## src/rtl/clock_set_ctrl.sv

```systemverilog
// clock_set_ctrl: run/set mode controller for a BCD clock; drives the 1 s tick and loads edited time.
module clock_set_ctrl #(
    parameter int TICK_DIV  = 100_000_000,
    parameter int BLINK_DIV = 25_000_000
) (
    input  logic        clk,
    input  logic        sw,
    input  logic        btn_mode,
    input  logic        btn_inc,
    input  logic        btn_dec,
    input  logic [23:0] cur_time,
    output logic        tick,
    output logic        load,
    output logic [23:0] ld_time,
    output logic [1:0]  set_field,
    output logic        blink
);
    localparam int PW = $clog2(TICK_DIV);
    localparam int BW = $clog2(BLINK_DIV + 1);
    localparam logic [PW-1:0] PMAX = PW'(TICK_DIV - 1);
    localparam logic [BW-1:0] BMAX = BW'(BLINK_DIV - 1);

    typedef enum logic [1:0] {RUN = 2'd0, SET_HH = 2'd1, SET_MM = 2'd2, SET_SS = 2'd3} state_t;

    state_t        state, state_n;
    logic [PW-1:0] presc, presc_n;
    logic [BW-1:0] bc, bc_n;
    logic [23:0]   ed, ed_n;
    logic          blink_n, stay, edit;

    // Invalid BCD or out-of-range fields are treated as 00 before stepping.
    function automatic logic [7:0] adj(input logic [7:0] f, input logic [7:0] mx, input logic up);
        logic [7:0] raw, v, n;
        raw = {4'd0, f[7:4]} * 8'd10 + {4'd0, f[3:0]};
        v = (f[3:0] > 4'd9 || raw > mx) ? 8'd0 : raw;
        n = up ? (v == mx ? 8'd0 : v + 8'd1) : (v == 8'd0 ? mx : v - 8'd1);
        return {4'(n / 8'd10), 4'(n % 8'd10)};
    endfunction

    always_comb begin
        state_n = btn_mode ? state_t'(state + 2'd1) : state;
        presc_n = (state == RUN && state_n == RUN) ? (presc == PMAX ? '0 : presc + PW'(1)) : '0;
        stay    = state_n != RUN && state_n == state;
        bc_n    = stay ? (bc == BMAX ? '0 : bc + BW'(1)) : '0;
        blink_n = stay && (blink ^ (bc == BMAX));
        edit    = state != RUN && !btn_mode && (btn_inc ^ btn_dec);
        ed_n    = ed;
        if (state == RUN && btn_mode)
            ed_n = cur_time;
        else if (edit && state == SET_HH)
            ed_n[23:16] = adj(ed[23:16], 8'd23, btn_inc);
        else if (edit && state == SET_MM)
            ed_n[15:8] = adj(ed[15:8], 8'd59, btn_inc);
        else if (edit && state == SET_SS)
            ed_n[7:0] = adj(ed[7:0], 8'd59, btn_inc);
    end

    always_ff @(posedge clk or negedge sw) begin
        if (!sw) begin
            state <= RUN;
            presc <= '0;
            bc    <= '0;
            blink <= 1'b0;
            tick  <= 1'b0;
            load  <= 1'b0;
            ed    <= '0;
        end else begin
            state <= state_n;
            presc <= presc_n;
            bc    <= bc_n;
            blink <= blink_n;
            tick  <= presc_n == PMAX;
            load  <= state == SET_SS && btn_mode;
            ed    <= ed_n;
        end
    end

    assign set_field = state;
    assign ld_time   = ed;
endmodule

```

## config.mk

```make
export PLATFORM = sky130hd
export DESIGN_NAME = clock_set_ctrl
export DESIGN_NICKNAME = d
export VERILOG_FILES = /design/src/rtl/clock_set_ctrl.sv
export SDC_FILE = /design/constraint.sdc
export NUM_CORES = 1
export LEC_CHECK = 0
export ABC_AREA = 1
export CORE_MARGIN = 8
export CORE_UTILIZATION = 30
export DETAILED_ROUTE_END_ITERATION = 7
export SLEW_MARGIN = 20
export SYNTH_ARGS = -nofsm -noshare
export SYNTH_HDL_FRONTEND = slang
export SYNTH_SLANG_ARGS = --single-unit
```

## constraint.sdc

```tcl
create_clock -name clk -period 10.6 [get_ports clk]
set_clock_uncertainty 0.1 [all_clocks]
set_input_delay 1.59 -clock clk [delete_from_list [all_inputs] [get_ports clk]]
set_output_delay 1.59 -clock clk [all_outputs]
set_load 0.005 [all_outputs]
```

## After elaboration in Yosys (flattened, before gate mapping)

Cells that the tools add are included.

- Input port bits: 29
- Output and inout port bits: 29
- Bits in registers: 81
- Logic and storage cells: 99

- Multiply operators: 3
- Reduce and logical (&&, ||, !) cells: 26
- Equal/unequal tests: 12
- Divide/modulo/power cells: 6
- $add $sub $neg: 12
- Bitwise gates (word level): 2
- Mux-type cells: 23
- Magnitude comparators: 6

Operator list:

| operator | count |
|---|---|
| $mux W8 | 16 |
| $eq A27 B27 Y1 const B | 2 |
| $mux W27 | 2 |
| $mux W25 | 2 |
| $add A27 B1 Y27 const B | 1 |
| $add A25 B1 Y25 const B | 1 |
| $eq A25 B25 Y1 const B | 1 |
| $add A8 B1 Y8 const B | 3 |
| $add A8 B4 Y8 | 3 |
| $div A8 B4 Y8 const B | 3 |
| $logic_not A8 Y1 | 3 |
| $mod A8 B4 Y8 const B | 3 |
| $mux W24 | 1 |
| $sub A8 B1 Y8 const B | 3 |
| $mul A4 B3 Y7 const B | 3 |
| $eq A8 B6 Y1 const B | 2 |
| $gt A8 B6 Y1 const B | 2 |
| $mux W16 | 1 |
| $gt A4 B4 Y1 const B | 3 |
| $logic_and A1 B1 Y1 | 10 |
| $reduce_bool A2 Y1 | 5 |
| $eq A8 B5 Y1 const B | 1 |
| $gt A8 B5 Y1 const B | 1 |
| $eq A2 B2 Y1 const B | 2 |
| 11 further kinds | 16 |

## Depth between registers and ports, before layout

- Word-level depth: 13
- Mapped depth: 39
- Gate-level depth less buffers: 39

## Worst setup path before layout

Ideal clock, no wire load.

- Path type: flip-flop to flip-flop
- From: reg ed[15], in the netlist ld_time[15]
- To: reg ed[11], in the netlist ld_time[11]
- Path slack: 6.300 ns
- Data arrival time: 4.083 ns
- Stages on the path, launching flop included: 37
- Library setup time: 0.116 ns
- Clock period less this slack: 4.300 ns
- Cells stage by stage: dfrtp_1 ha_1 ha_1 fa_1 nand2_1 nor2_1 nand2_1 nand2_1 nand2_1 nand2_1 o21ai_2 nor2_4 inv_2 nor2_1 ha_1 nand2_1 nor2_1 a21oi_1 nand2_1 nand3_4 inv_2 nand2_4 nand2_1 nand2_2 nand2_1 inv_2 nand2_4 nand2_1 nand2_1 inv_1 ha_1 nand3_1 nand2_1 nand2_1 nand3_1 nand2_1 nand2_1

- Cells in the longest elaborated chain, start to end: 12

RTL lines:

| element | RTL line | source |
|---|---|---|
| start: declaration | 28 | `logic [23:0] ed, ed_n;` |
| start signal: assignment | 74 | `ed <= ed_n;` |
| $mul A4 B3 Y7 * | 34 | `raw = {4'd0, f[7:4]} * 8'd10 + {4'd0, f[3:0]};` |
| $add A8 B4 Y8 * | 34 |  |
| $gt A8 B6 Y1 | 35 | `v = (f[3:0] > 4'd9 \|\| raw > mx) ? 8'd0 : raw;` |
| $logic_or A1 B1 Y1 | 35 |  |
| $mux W8 * | 35 |  |
| $sub A8 B1 Y8, or another cell as far along | 36 | `n = up ? (v == mx ? 8'd0 : v + 8'd1) : (v == 8'd0 ? mx : v - 8'd1);` |
| $mux W8 | 36 |  |
| $mux W8 * | 36 |  |
| $mod A8 B4 Y8 * | 37 | `return {4'(n / 8'd10), 4'(n % 8'd10)};` |
| $mux W8 * | 52 | `else if (edit && state == SET_MM)` |
| $mux W16 * | 50 | `else if (edit && state == SET_HH)` |
| $mux W24 * | 48 | `if (state == RUN && btn_mode)` |

Mark *: on every way between the ends. The rest lies on a longest branch, timed or not. The select of a mux whose other input is x is not followed.
A chain may end at the register's enable or synchronous reset.

## Final worst setup path

Same ends and word-level chain as after synthesis.

==> metrics <==
Final period util about 45%; status completed; worst r2r src ld_time[15]; drt pass-1 iters 5; vias in the first global route 6072; sequential fraction of the synthesis area between 20% and 30%; Initial DRC Count roughly 460; Yosys cell types between 50 and 60; Critical Path Most Common Cell nand2_1; # resized after CTS 0; Vias between 6k and 7k; via-per-instance ratio 4.75; setup slack, reg-to-reg 5.84 ns; Endpoint, Worst Hold bc[0]; Synth Area in Simple Gates 39.9%; cell depth of the worst hold path 1; ratio of cells with drive above 1 in the final layout about a tenth; Detailed Place HPWL roughly 14000 um; clk_lat worst skew 0.35 ns; number of flops mapped to enable cells by yosys 0; synthesized area 0.00695 sq mm; Crit. Startpoint ld_time[15]; worst path arrival time approximately 5 ns; hold_sp bc[0]; asr flop ratio synth 100%; Worst-path clk slew approximately 0.060 ns; worst reg2reg path depth 36; residual DRC count 0; Crit path largest cell delay 0.59 ns; grt met1 use roughly 16%; CP Max Fanout 6; Post CTS Setup Buffer Count 0; Fmax achieved 210 MHz; largest family of logic cells by synthesized area simple AND/OR/NAND/NOR gates; Max-Cap Viols 0; measured slew at the worst slew-check pin 0.855 ns; Final Hold Vio Count 0; RSZ-0062 raised after global routing false; Synth Area in XOR/XNOR 3.40%; CORE AREA about 0.023 sq mm; GR Util met2 between 10% and 20%; num rows 55; Post-Route WL ~17000 um; # diodes 0; Top Usage Layer GRT met2; Period minus WS final ~4.8 ns; Synth Register Bits 81; crit start category register; mux cell area share after synthesis 0%; Setup CP Type reg2reg; Max stage delay cell, worst path fa_1; gpl congestion approximately 0.86; Die X approximately 170 um; total gr overflow 0; H-tree lvl count 3; Max Transition Viols Final 0; top_reg_cell synth dfrtp_1; Root Buffer Master clkbuf_16; Avg Cell Area, Syn between 6 and 7 sq um; setup TNS 0 ns; reg-to-reg critical path endpoint ld_time[11]; Worst EP required 10.73 ns; area share of fa/ha/maj cells after synthesis 8.75%; # clock sinks 81; total CTS buffers 9; Final #Nets roughly 1.1k; hold_buf cts 0; DR WL/cell approximately 13 um; Total Routing Usage GR between 10 and 15%; first-pass GRT wire length 29000 um; HP Class reg2reg; pin count of the biggest net entering global routing 52; met3 Track Usage GR roughly 2.9%; Layout area overhead 17.6%; endpoint class of the critical path register; TritonCTS clock tree yes; IO Pins slightly below 60; syn_nets roughly 1.1k; DIE HEIGHT ~170 um; area fraction in compound gates after synthesis 9.90%; Slew HR 42.8%; Initial Util a little under a third; Antenna Violating Nets Remaining 0; Warnings, synthesis 0; DIE AREA 0.0283 sq mm; Synth Instances a little under 1k; Final Setup Violations 0; Port Buffers 57; Max clock buf depth 2; initial antenna violation count 0
[synth_stat cells, types with 2 or more instances]
cell type | number | area, sq um
nand2_1 | 240 | 901
inv_1 | 135 | 507
nor2_1 | 105 | 394
nand3_1 | 82 | 410
dfrtp_1 | 81 | 2030
ha_1 | 39 | 488
o21ai_0 | 37 | 185
nor3_1 | 32 | 160
a21oi_1 | 27 | 135
nand4_1 | 23 | 144
xor2_1 | 17 | 149
nand2_2 | 16 | 100
inv_2 | 14 | 52.6
nor4_1 | 12 | 75.1
nand2_4 | 11 | 124
nand3_2 | 10 | 100
nor2_2 | 10 | 62.6
xnor2_1 | 10 | 87.6
o211ai_1 | 9 | 67.6
o21ai_2 | 8 | 70.1
clkbuf_1 | 7 | 26.3
o21ai_1 | 7 | 35.0
fa_1 | 6 | 120
nand3b_1 | 5 | 37.5
nor3b_1 | 5 | 37.5
a31oi_1 | 4 | 25.0
nand3_4 | 4 | 70.1
buf_2 | 3 | 15.0
nor2_4 | 3 | 33.8
nor2_8 | 3 | 60.1
a211oi_1 | 2 | 15.0
a22o_1 | 2 | 17.5
clkinv_1 | 2 | 7.51
o21a_1 | 2 | 15.0
o22ai_1 | 2 | 12.5
o311ai_0 | 2 | 17.5
[layout by cell type (no fill, tap or decap), types with 17 or more instances in the layout]
cell type and instances:
nand2_1 240, dfrtp_1 81, xor2_1 17, a21oi_1 27, inv_1 135, nand3_1 82, nand4_1 23, nor2_1 105
clkdlybuf4s50_1 56, o21ai_0 37, nor3_1 32, ha_1 39
[area by class of cell]
class	instances	area (sq um)
Timing Repair Buffer	59	583
Clock inverter	5	86.3
Multi-Input combinational cell	751	4310
Tap cell	285	357
Sequential cell	81	2030
Clock buffer	11	243
Fill cell	2387	14500
Inverter	152	573
[metrics by stage]
stage	hold WS [ns]	util [%]	cells	area, sq um	setup slack, ns
final	0.358	36.0	1344	8180	5.84
after global placement	0.358	34.6	1328	7850	5.77
after detailed placement	0.354	34.6	1328	7850	5.80
after floorplan	0.333	-	995	6950	6.30
after global routing	0.383	36.0	1344	8180	5.34
after CTS	0.363	36.0	1344	8180	5.84
[flip-flops by register name, indices dropped and copies added (netlist names)]
name       cells
bc            25
ld_time       24
tick           1
load           1
presc         27
set_field      2
blink          1
[worst max-delay path, delay by kind of cell (launching register included)]
| kind | cells | cell delay, ns |
|---|---|---|
| buf+inv | 4 | 0.27 |
| compound gates | 2 | 0.18 |
| fa+ha+maj | 5 | 1.47 |
| flops | 1 | 0.43 |
| simple gates | 25 | 2.18 |
[metal layers]
layer	share of wire, %	routed length, um
met1	49	8450
met4	0.77	133
met5	0	0
met3	4.3	746
met2	46	7840
[how the worst max path moves through the flow]
stage	end
4_1_cts	ld_time[11]
3_3_place_gp	ld_time[19]
5_1_grt	ld_time[11]
6_report	ld_time[11]
2_1_floorplan	ld_time[11]
3_5_place_dp	tick
[kinds of logic (layout without fill, tap and decap cells)]
| family | Yosys count | after routing |
|---|---|---|
| AOI/OAI and AO/OA | 110 | 110 |
| adders and majority gates | 45 | 45 |
| buffers and inverters | 163 | 227 |
| DFF | 81 | 81 |
| xor gates and xnor gates | 27 | 27 |
| and+or+nand+nor | 569 | 569 |
Power is left out: the tool's default activity adds up to more than one toggle a clock period on the data nets, which glitch-free logic cannot reach.
